===== config.mk =====
export PLATFORM = sky130hd
export DESIGN_NAME = fifo_uart_tx
export DESIGN_NICKNAME = d
export VERILOG_FILES = /design/src/rtl/fifo_uart_tx.sv
export SDC_FILE = /design/constraint.sdc
export NUM_CORES = 1
export LEC_CHECK = 0
export CAP_MARGIN = 20
export CORE_MARGIN = 4
export CORE_UTILIZATION = 38
export CTS_CLUSTER_DIAMETER = 50
export DETAILED_ROUTE_END_ITERATION = 7
export SLEW_MARGIN = 20
export SYNTH_ARGS = -nofsm -noshare
export SYNTH_HDL_FRONTEND = slang
export SYNTH_SLANG_ARGS = --single-unit

===== constraint.sdc =====
create_clock -name clk -period 4.3 [get_ports clk]
set_input_delay 0.645 -clock clk [delete_from_list [all_inputs] [get_ports clk]]
set_output_delay 0.645 -clock clk [all_outputs]
set_load 0.02 [all_outputs]

===== src/rtl/fifo_uart_tx.sv =====
// Serial transmitter that drains a synchronous FIFO word by word:
// start bit, DATA_WIDTH data bits LSB first, optional even parity, STOP_BITS stop bits.
module fifo_uart_tx #(
    parameter int DATA_WIDTH   = 8,
    parameter int CLKS_PER_BIT = 16,
    parameter int PARITY_EN    = 0,
    parameter int STOP_BITS    = 1
) (
    input  logic                  clk,
    input  logic                  reset,
    input  logic                  en,
    input  logic                  fifo_empty,
    input  logic [DATA_WIDTH-1:0] fifo_data,
    output logic                  fifo_r_en,
    output logic                  tx,
    output logic                  busy,
    output logic                  frame_done
);

    localparam int BW = (CLKS_PER_BIT > 1) ? $clog2(CLKS_PER_BIT) : 1;
    localparam int IW = $clog2(DATA_WIDTH + 1);

    localparam logic [BW-1:0] BAUD_LAST = BW'(CLKS_PER_BIT - 1);
    localparam logic [BW-1:0] BAUD_PRE  = BW'(CLKS_PER_BIT - 2);
    localparam logic [IW-1:0] BIT_LAST  = IW'(DATA_WIDTH - 1);
    localparam logic [IW-1:0] STOP_LAST = IW'(STOP_BITS - 1);

    typedef enum logic [2:0] {
        IDLE, POP, LOAD, START, DATA, PAR, STOP
    } state_t;

    state_t                state;
    logic [BW-1:0]         baud;
    logic [IW-1:0]         bit_idx;
    logic [DATA_WIDTH-1:0] shift_reg;
    logic [DATA_WIDTH-1:0] shift_nxt;
    logic                  par_bit;
    logic                  baud_end;

    assign baud_end  = (baud == BAUD_LAST);
    assign shift_nxt = shift_reg >> 1;

    always_ff @(posedge clk or negedge reset) begin
        if (!reset) begin
            state      <= IDLE;
            baud       <= '0;
            bit_idx    <= '0;
            shift_reg  <= '0;
            par_bit    <= 1'b0;
            fifo_r_en  <= 1'b0;
            tx         <= 1'b1;
            busy       <= 1'b0;
            frame_done <= 1'b0;
        end else begin
            frame_done <= 1'b0;
            case (state)
                IDLE: begin
                    tx   <= 1'b1;
                    baud <= '0;
                    if (en && !fifo_empty) begin
                        fifo_r_en <= 1'b1;
                        busy      <= 1'b1;
                        state     <= POP;
                    end
                end
                // FIFO samples the strobe on this edge; its data_out is valid in LOAD.
                POP: begin
                    fifo_r_en <= 1'b0;
                    state     <= LOAD;
                end
                LOAD: begin
                    shift_reg <= fifo_data;
                    par_bit   <= ^fifo_data;
                    tx        <= 1'b0;
                    baud      <= '0;
                    bit_idx   <= '0;
                    state     <= START;
                end
                START: begin
                    if (baud_end) begin
                        baud  <= '0;
                        tx    <= shift_reg[0];
                        state <= DATA;
                    end else begin
                        baud <= baud + 1'b1;
                    end
                end
                DATA: begin
                    if (baud_end) begin
                        baud <= '0;
                        if (bit_idx == BIT_LAST) begin
                            bit_idx <= '0;
                            if (PARITY_EN != 0) begin
                                tx    <= par_bit;
                                state <= PAR;
                            end else begin
                                tx    <= 1'b1;
                                state <= STOP;
                            end
                        end else begin
                            bit_idx   <= bit_idx + 1'b1;
                            shift_reg <= shift_nxt;
                            tx        <= shift_nxt[0];
                        end
                    end else begin
                        baud <= baud + 1'b1;
                    end
                end
                PAR: begin
                    if (baud_end) begin
                        baud  <= '0;
                        tx    <= 1'b1;
                        state <= STOP;
                    end else begin
                        baud <= baud + 1'b1;
                    end
                end
                STOP: begin
                    // Registered pulse: raised one edge early so it lands on the final cycle.
                    frame_done <= (baud == BAUD_PRE) && (bit_idx == STOP_LAST);
                    if (baud_end) begin
                        baud <= '0;
                        if (bit_idx == STOP_LAST) begin
                            bit_idx <= '0;
                            busy    <= 1'b0;
                            state   <= IDLE;
                        end else begin
                            bit_idx <= bit_idx + 1'b1;
                        end
                    end else begin
                        baud <= baud + 1'b1;
                    end
                end
                default: begin
                    fifo_r_en <= 1'b0;
                    tx        <= 1'b1;
                    busy      <= 1'b0;
                    state     <= IDLE;
                end
            endcase
        end
    end

endmodule


==> results.py, run 1 <==
metrics = {
    "final_layout": {
        "most-common-layout-cells": "22 x sky130_fd_sc_hd__dfrtp_1, 16 x sky130_fd_sc_hd__nand2_1, 15 x sky130_fd_sc_hd__mux2_2",
        "layout-drive-gt1-share": 0.160,
        "filler_cell_count": 342,
        "layout.nets": 173,
        "final_non_filler_cell_total": 202,
        "largest_register_ffs": 8,
        "num_antenna_cells": 0,
        "mostFrequentLayoutCell": "sky130_fd_sc_hd__dfrtp_1",
        "layout-area-overhead-vs-synth_pct": 14.8,
    },
    "setup_path": {
        "critical_path.reg2reg.endpoint": "shift_reg[4]",
        "critPathRequiredTime_ps": 4440,
        "critical_path_peak_fanout": 30,
        "slowest_stage": "sky130_fd_sc_hd__dfrtp_1",
        "regToRegSetupSlack_ps": 1950,
        "critical_path.endpoint_type": "flop",
        "dominant_delay_contributor_by_cell_family_on_the_critical_path": "flip-flops",
        "timing.critical_path.cells": "nand2b_1 > nor2_2 > mux2_2 > mux2_2",
        "critical-path-max-stage-delay_ps": 930,
        "element_type_at_the_critical_path_start": "flop",
        "cp.buffers_inverters": 0,
        "worstReg2RegStart": "state[2]",
        "worst-r2r-cell-count": 4,
        "worstPathArrival_ps": 2490,
        "worst-setup-path-type": "reg -> reg",
        "crit_top_cell": "sky130_fd_sc_hd__mux2_2",
    },
    "floorplan": {
        "die_area_mm2": 0.00472,
        "horizontal_die_dimension_um": 68.7,
        "y_dimension_of_the_die_um": 68.7,
        "floorplan.io_pins": 16,
        "row_count": 21,
        "coreArea_mm2": 0.00344,
        "floorplan.initialDensity": 0.407,
    },
    "routing": {
        "drt_pass1_iterations": 4,
        "via_count": 1140,
        "detail_route.drc_violations": 0,
        "routed_wl_um": 2880,
        "drt_first_iter_violations": 56,
        "via_per_inst": 5.64,
        "detail-route-antenna-nets": 0,
        "routedWlPerCell_um": 14.3,
    },
    "synth": {
        "post_synth_num_cell_types": 39,
        "synthCells": 145,
        "dominantRegCellSynth": "sky130_fd_sc_hd__dfrtp_1",
        "synth.yosys.seq_area_share": 0.412,
        "synth_edf_count": 0,
        "asyncSetResetFlopFracSynth": 1.00,
        "syn_nets": 161,
        "synth.ff_latch_count": 23,
        "yosys_warnings": 0,
        "syn_area_mm2": 0.00140,
        "avgSynthCellArea_um2": 9.66,
    },
    "clock_network": {
        "clock_tree.root_cell": "sky130_fd_sc_hd__clkbuf_8",
        "cts_tree": "built",
        "cts.sink_count": 23,
        "clock_slew_seen_by_the_registers_of_the_worst_setup_and_hold_paths_ps": 80,
        "cts_hold_buffers": 0,
        "cts_made_buffers": 3,
        "resized_gates_after_cts": 0,
        "cts_htree_levels": 1,
        "clock_latency_ps": 260,
        "clockBufferDepth": 2,
        "post-cts-setup-buffers": 0,
    },
    "global_route": {
        "global_route.usage.total": 0.138,
        "grt_antenna_before_repair": 0,
        "via_count_of_the_first_global_routing_pass": 1121,
        "wire_length_of_the_first_global_routing_pass_um": 5040,
        "pin_count_of_the_biggest_net_entering_global_routing": 31,
        "globalRouteOverflowTotal": 0,
    },
    "timing": {
        "worst-slew-pin-transition_ps": 895,
        "timing.final.hold_violations": 0,
        "finalSetupViolations": 0,
        "layout_worst_path_cycle_share": 0.547,
        "worst_slew_margin_relative_to_its_limit": 0.404,
        "finalCriticalPeriod_ps": 2350,
        "grt_setup_unrepaired": "false",
        "final_hold_slack_ps": 348,
        "worst_slack_ps": 1950,
        "finClkSkew_ps": 2.04,
        "clock.fmax_mhz": 426,
        "drv_slew": 0,
        "timing.setup.tns_ps": 0,
    },
    "run_status": {
        "run_status": "complete, no violations",
    },
    "pwr": {
        "pwr_density_cell_mw_per_mm2": 234,
        "power.leakage_nw": 0.694,
        "vdd_drop_max_v": 0.000104,
    },
    "placement": {
        "io_buffer_count": 15,
        "detailedPlacementHpwl_um": 2080,
        "post-place-cells": 198,
        "gp_congestion": 0.829,
        "dpl_worst_slack_ps": 1940,
    },
    "min_path": {
        "hold_class": "in -> async",
    },
    "job": {
        "max_cap_violations": 0,
    },
}
-- through the flow --
stage,util,cell area (um2),total power [mW]
2_1_floorplan,-,1400,0.234
3_3_place_gp,0.455,1570,0.250
5_1_grt,0.467,1610,0.398
4_1_cts,0.469,1610,0.387
6_report,0.467,1610,0.376
3_5_place_dp,0.455,1570,0.251
-- report_power, final --
group	switching [mW]	internal (mW)	total [mW]
clock network	0.0656	0.0645	0.130
registers	0.00218	0.220	0.222
logic	0.00852	0.0148	0.0233
-- Yosys cell counts, drive strengths merged (3+ instances only) --
master  count  area [um2]
inv         6        22.5
a21oi      11        66.3
o22ai       4        25.0
nor2        9        36.3
ha          4        50.1
nor2b       3        18.8
nand2b      3        18.8
nand2      16        60.1
buf         7        37.5
o21ai      11        55.1
dfrtp      22         551
mux2       15         169
-- area by class of cell --
class,instances,area (um2),share of cell area
Clock inverter,1,5.00,0.00311
Clock buffer,3,41.3,0.0257
Timing Repair Buffer,15,145,0.0903
Sequential cell,23,577,0.359
Tap cell,46,57.6,0.0358
Multi-Input combinational cell,108,759,0.472
Inverter,6,22.5,0.0140
-- worst max path at each step --
stage | from | to | slack [ps] | cells after the start
6_report | state[2] | shift_reg[4] | 1950 | 4
5_1_grt | state[2] | shift_reg[2] | 1750 | 4
4_1_cts | state[2] | shift_reg[4] | 1930 | 4
3_5_place_dp | state[2] | shift_reg[4] | 1940 | 4
3_3_place_gp | state[2] | shift_reg[0] | 2050 | 4
2_1_floorplan | baud[0] | shift_reg[0] | 2650 | 5
-- per-layer routing --
metal	share of wire	wire, um	global-route usage
met4	0.0028	8	0.0292
met1	0.46	1320	0.188
met5	0	0	0
met3	0.034	98	0.0227
met2	0.50	1450	0.229
-- cells by family (layout without fill, tap and decap cells) --
kind of cell / count (synthesis) / count (layout) / share of synthesized area
AOI/OAI and AO/OA: 44 / 44 / 0.206
adders and majority gates: 4 / 4 / 0.0357
buffers and inverters: 14 / 25 / 0.0456
DFF: 23 / 23 / 0.412
muxes: 15 / 15 / 0.121
and+or+nand+nor: 45 / 45 / 0.180
Power figures use the tool's default switching activity.
==> run 2: changes to the inputs <==
==> constraint.sdc (replaced) <==
create_clock -name clk -period 2.4 [get_ports clk]
set_input_delay 0.36 -clock clk [delete_from_list [all_inputs] [get_ports clk]]
set_output_delay 0.36 -clock clk [all_outputs]
set_load 0.02 [all_outputs]
==> run 2 against run 1 <==
Global-route usage grew 0.47 points. Combinational power up 87%. Cell count up 2.5%. Highest routed layer unchanged. Register-to-register slack got worse by 1400 ps. Worst setup slack got worse by 1400 ps. Largest power group unchanged. Critical path depth rose by 1. Clock skew rose by 1.4 ps. Utilization increased by 1.2 points. First-iteration DRC count decreased by 14%. Non-clock buffer count up 5.
==> results.py, run 2 (same netlist as run 1, synthesis figures left out) <==
metrics = {
    "placement": {
        "detailedPlacementHpwl_um": 2140,
        "post-place-cells": 203,
        "placed_area_mm2": 0.00160,
        "gp_congestion": 0.793,
        "io_buffer_count": 15,
    },
    "setup_path": {
        "element_type_at_the_critical_path_start": "flop",
        "worst-setup-path-type": "reg -> reg",
        "worstReg2RegStart": "baud[0]",
        "worst_setup_path_endpoint": "shift_reg[4]",
        "critical_path.endpoint_type": "flop",
        "critical_path_peak_fanout": 13,
        "critical_path.reg2reg.endpoint": "shift_reg[4]",
        "timing.critical_path.from": "baud[0]",
        "worst-r2r-cell-count": 5,
        "regToRegSetupSlack_ps": 520,
        "critPathRequiredTime_ps": 2550,
        "worstPathArrival_ps": 2040,
    },
    "pwr": {
        "power.leakage_nw": 0.718,
        "pwr_density_cell_mw_per_mm2": 416,
        "vdd_drop_max_v": 0.000360,
    },
    "final_layout": {
        "num_antenna_cells": 0,
        "mostFrequentLayoutCell": "sky130_fd_sc_hd__dfrtp_1",
        "most-common-layout-cells": "22 x sky130_fd_sc_hd__dfrtp_1, 16 x sky130_fd_sc_hd__nand2_1, 15 x sky130_fd_sc_hd__mux2_2, 15 x sky130_fd_sc_hd__clkdlybuf4s50_1, 11 x sky130_fd_sc_hd__o21ai_0",
        "layout-drive-gt1-share": 0.180,
        "final_non_filler_cell_total": 207,
        "layout.nets": 178,
        "finish.instance_area_mm2": 0.00165,
        "largest_register_ffs": 8,
        "layout-area-overhead-vs-synth_pct": 17.9,
        "filler_cell_count": 320,
    },
    "global_route": {
        "global_route.usage.total": 0.142,
        "wire_length_of_the_first_global_routing_pass_um": 5080,
        "pin_count_of_the_biggest_net_entering_global_routing": 24,
        "globalRouteOverflowTotal": 0,
        "grt_antenna_before_repair": 0,
        "via_count_of_the_first_global_routing_pass": 1067,
    },
    "timing": {
        "clock.fmax_mhz": 531,
        "worst-slew-pin-transition_ps": 440,
        "layout_worst_path_cycle_share": 0.785,
        "finalSetupViolations": 0,
        "finClkSkew_ps": 3.40,
        "worst_slew_margin_relative_to_its_limit": 0.702,
        "grt_setup_unrepaired": "false",
        "timing.setup.tns_ps": 0,
        "drv_slew": 0,
        "finalCriticalPeriod_ps": 1880,
        "timing.final.hold_violations": 0,
    },
    "clock_network": {
        "cts_tree": "built",
        "clock_slew_seen_by_the_registers_of_the_worst_setup_and_hold_paths_ps": 90,
        "clockBufferDepth": 2,
        "cts_htree_levels": 1,
        "clock_tree.root_cell": "sky130_fd_sc_hd__clkbuf_8",
        "cts_hold_buffers": 0,
        "cts.sink_count": 23,
        "clock_latency_ps": 260,
        "post-cts-setup-buffers": 0,
        "resized_gates_after_cts": 0,
        "cts_made_buffers": 3,
    },
    "routing": {
        "detail-route-antenna-nets": 0,
        "detail_route.drc_violations": 0,
        "drt_first_iter_violations": 48,
        "routed_wl_um": 2950,
        "via_per_inst": 5.52,
        "drt_pass1_iterations": 4,
        "via_count": 1142,
        "routedWlPerCell_um": 14.3,
    },
    "floorplan": {
        "floorplan.io_pins": 16,
        "row_count": 21,
        "y_dimension_of_the_die_um": 68.7,
        "die_area_mm2": 0.00472,
        "floorplan.initialDensity": 0.407,
        "coreArea_mm2": 0.00344,
        "horizontal_die_dimension_um": 68.7,
    },
    "min_path": {
        "hold_class": "in -> async",
    },
    "job": {
        "max_cap_violations": 0,
    },
    "run_status": {
        "run_status": "complete, no violations",
    },
}
[run 2: routing by layer]
| metal | up-vias | GRT usage | part of all wire |
|---|---|---|---|
| met5 | - | 0 | 0 |
| met4 | 0 | 0.0365 | 0.0064 |
| met3 | 2 | 0.0340 | 0.044 |
| met2 | 20 | 0.219 | 0.47 |
| met1 | 560 | 0.200 | 0.48 |
| li1 | 560 | - | - |
[run 2: layout make-up]
cell class	count	area, um2	area share
clock buffers	3	41.3	0.0250
multi-input cells	108	759	0.460
flip-flops and latches	23	577	0.350
clock inverters	1	5.00	0.00303
inverters	6	22.5	0.0136
well taps	46	57.6	0.0349
repair buffers	20	188	0.114
[run 2: through the flow]
stage / hold WS (ps) / util / power (mW) / setup WS (ps)
final: 443 / 0.479 / 0.687 / 516
after global routing: 473 / 0.479 / 0.717 / 384
after CTS: 456 / 0.479 / 0.694 / 517
after detailed placement: 494 / 0.466 / 0.452 / 525
after global placement: 484 / 0.466 / 0.450 / 584
after floorplan: 64.4 / - / 0.419 / 749
[run 2: worst min-delay path by stage]
stage                  from      endpoint  slack (ps)  cells past startpoint
2_1_floorplan         reset       baud[0]          60                      0
3_3_place_gp   shift_reg[4]  shift_reg[4]         480                      1
3_5_place_dp   shift_reg[3]  shift_reg[3]         490                      1
4_1_cts               reset    bit_idx[3]         460                      2
5_1_grt               reset       baud[1]         470                      2
6_report              reset       baud[2]         440                      2
[run 2: where the power goes]
group          total [mW]  internal, mW  switching (mW)
logic              0.0436        0.0283          0.0153
clock network       0.244         0.116           0.128
registers           0.399         0.395         0.00416
total               0.687         0.539           0.148
[run 2: critical path: stages (launching register included)]
cell and delay, ps:
sky130_fd_sc_hd__dfrtp_1 440, sky130_fd_sc_hd__ha_1 240, sky130_fd_sc_hd__and3_4 300, sky130_fd_sc_hd__nand4_4 120, sky130_fd_sc_hd__a21oi_4 290, sky130_fd_sc_hd__mux2_2 370
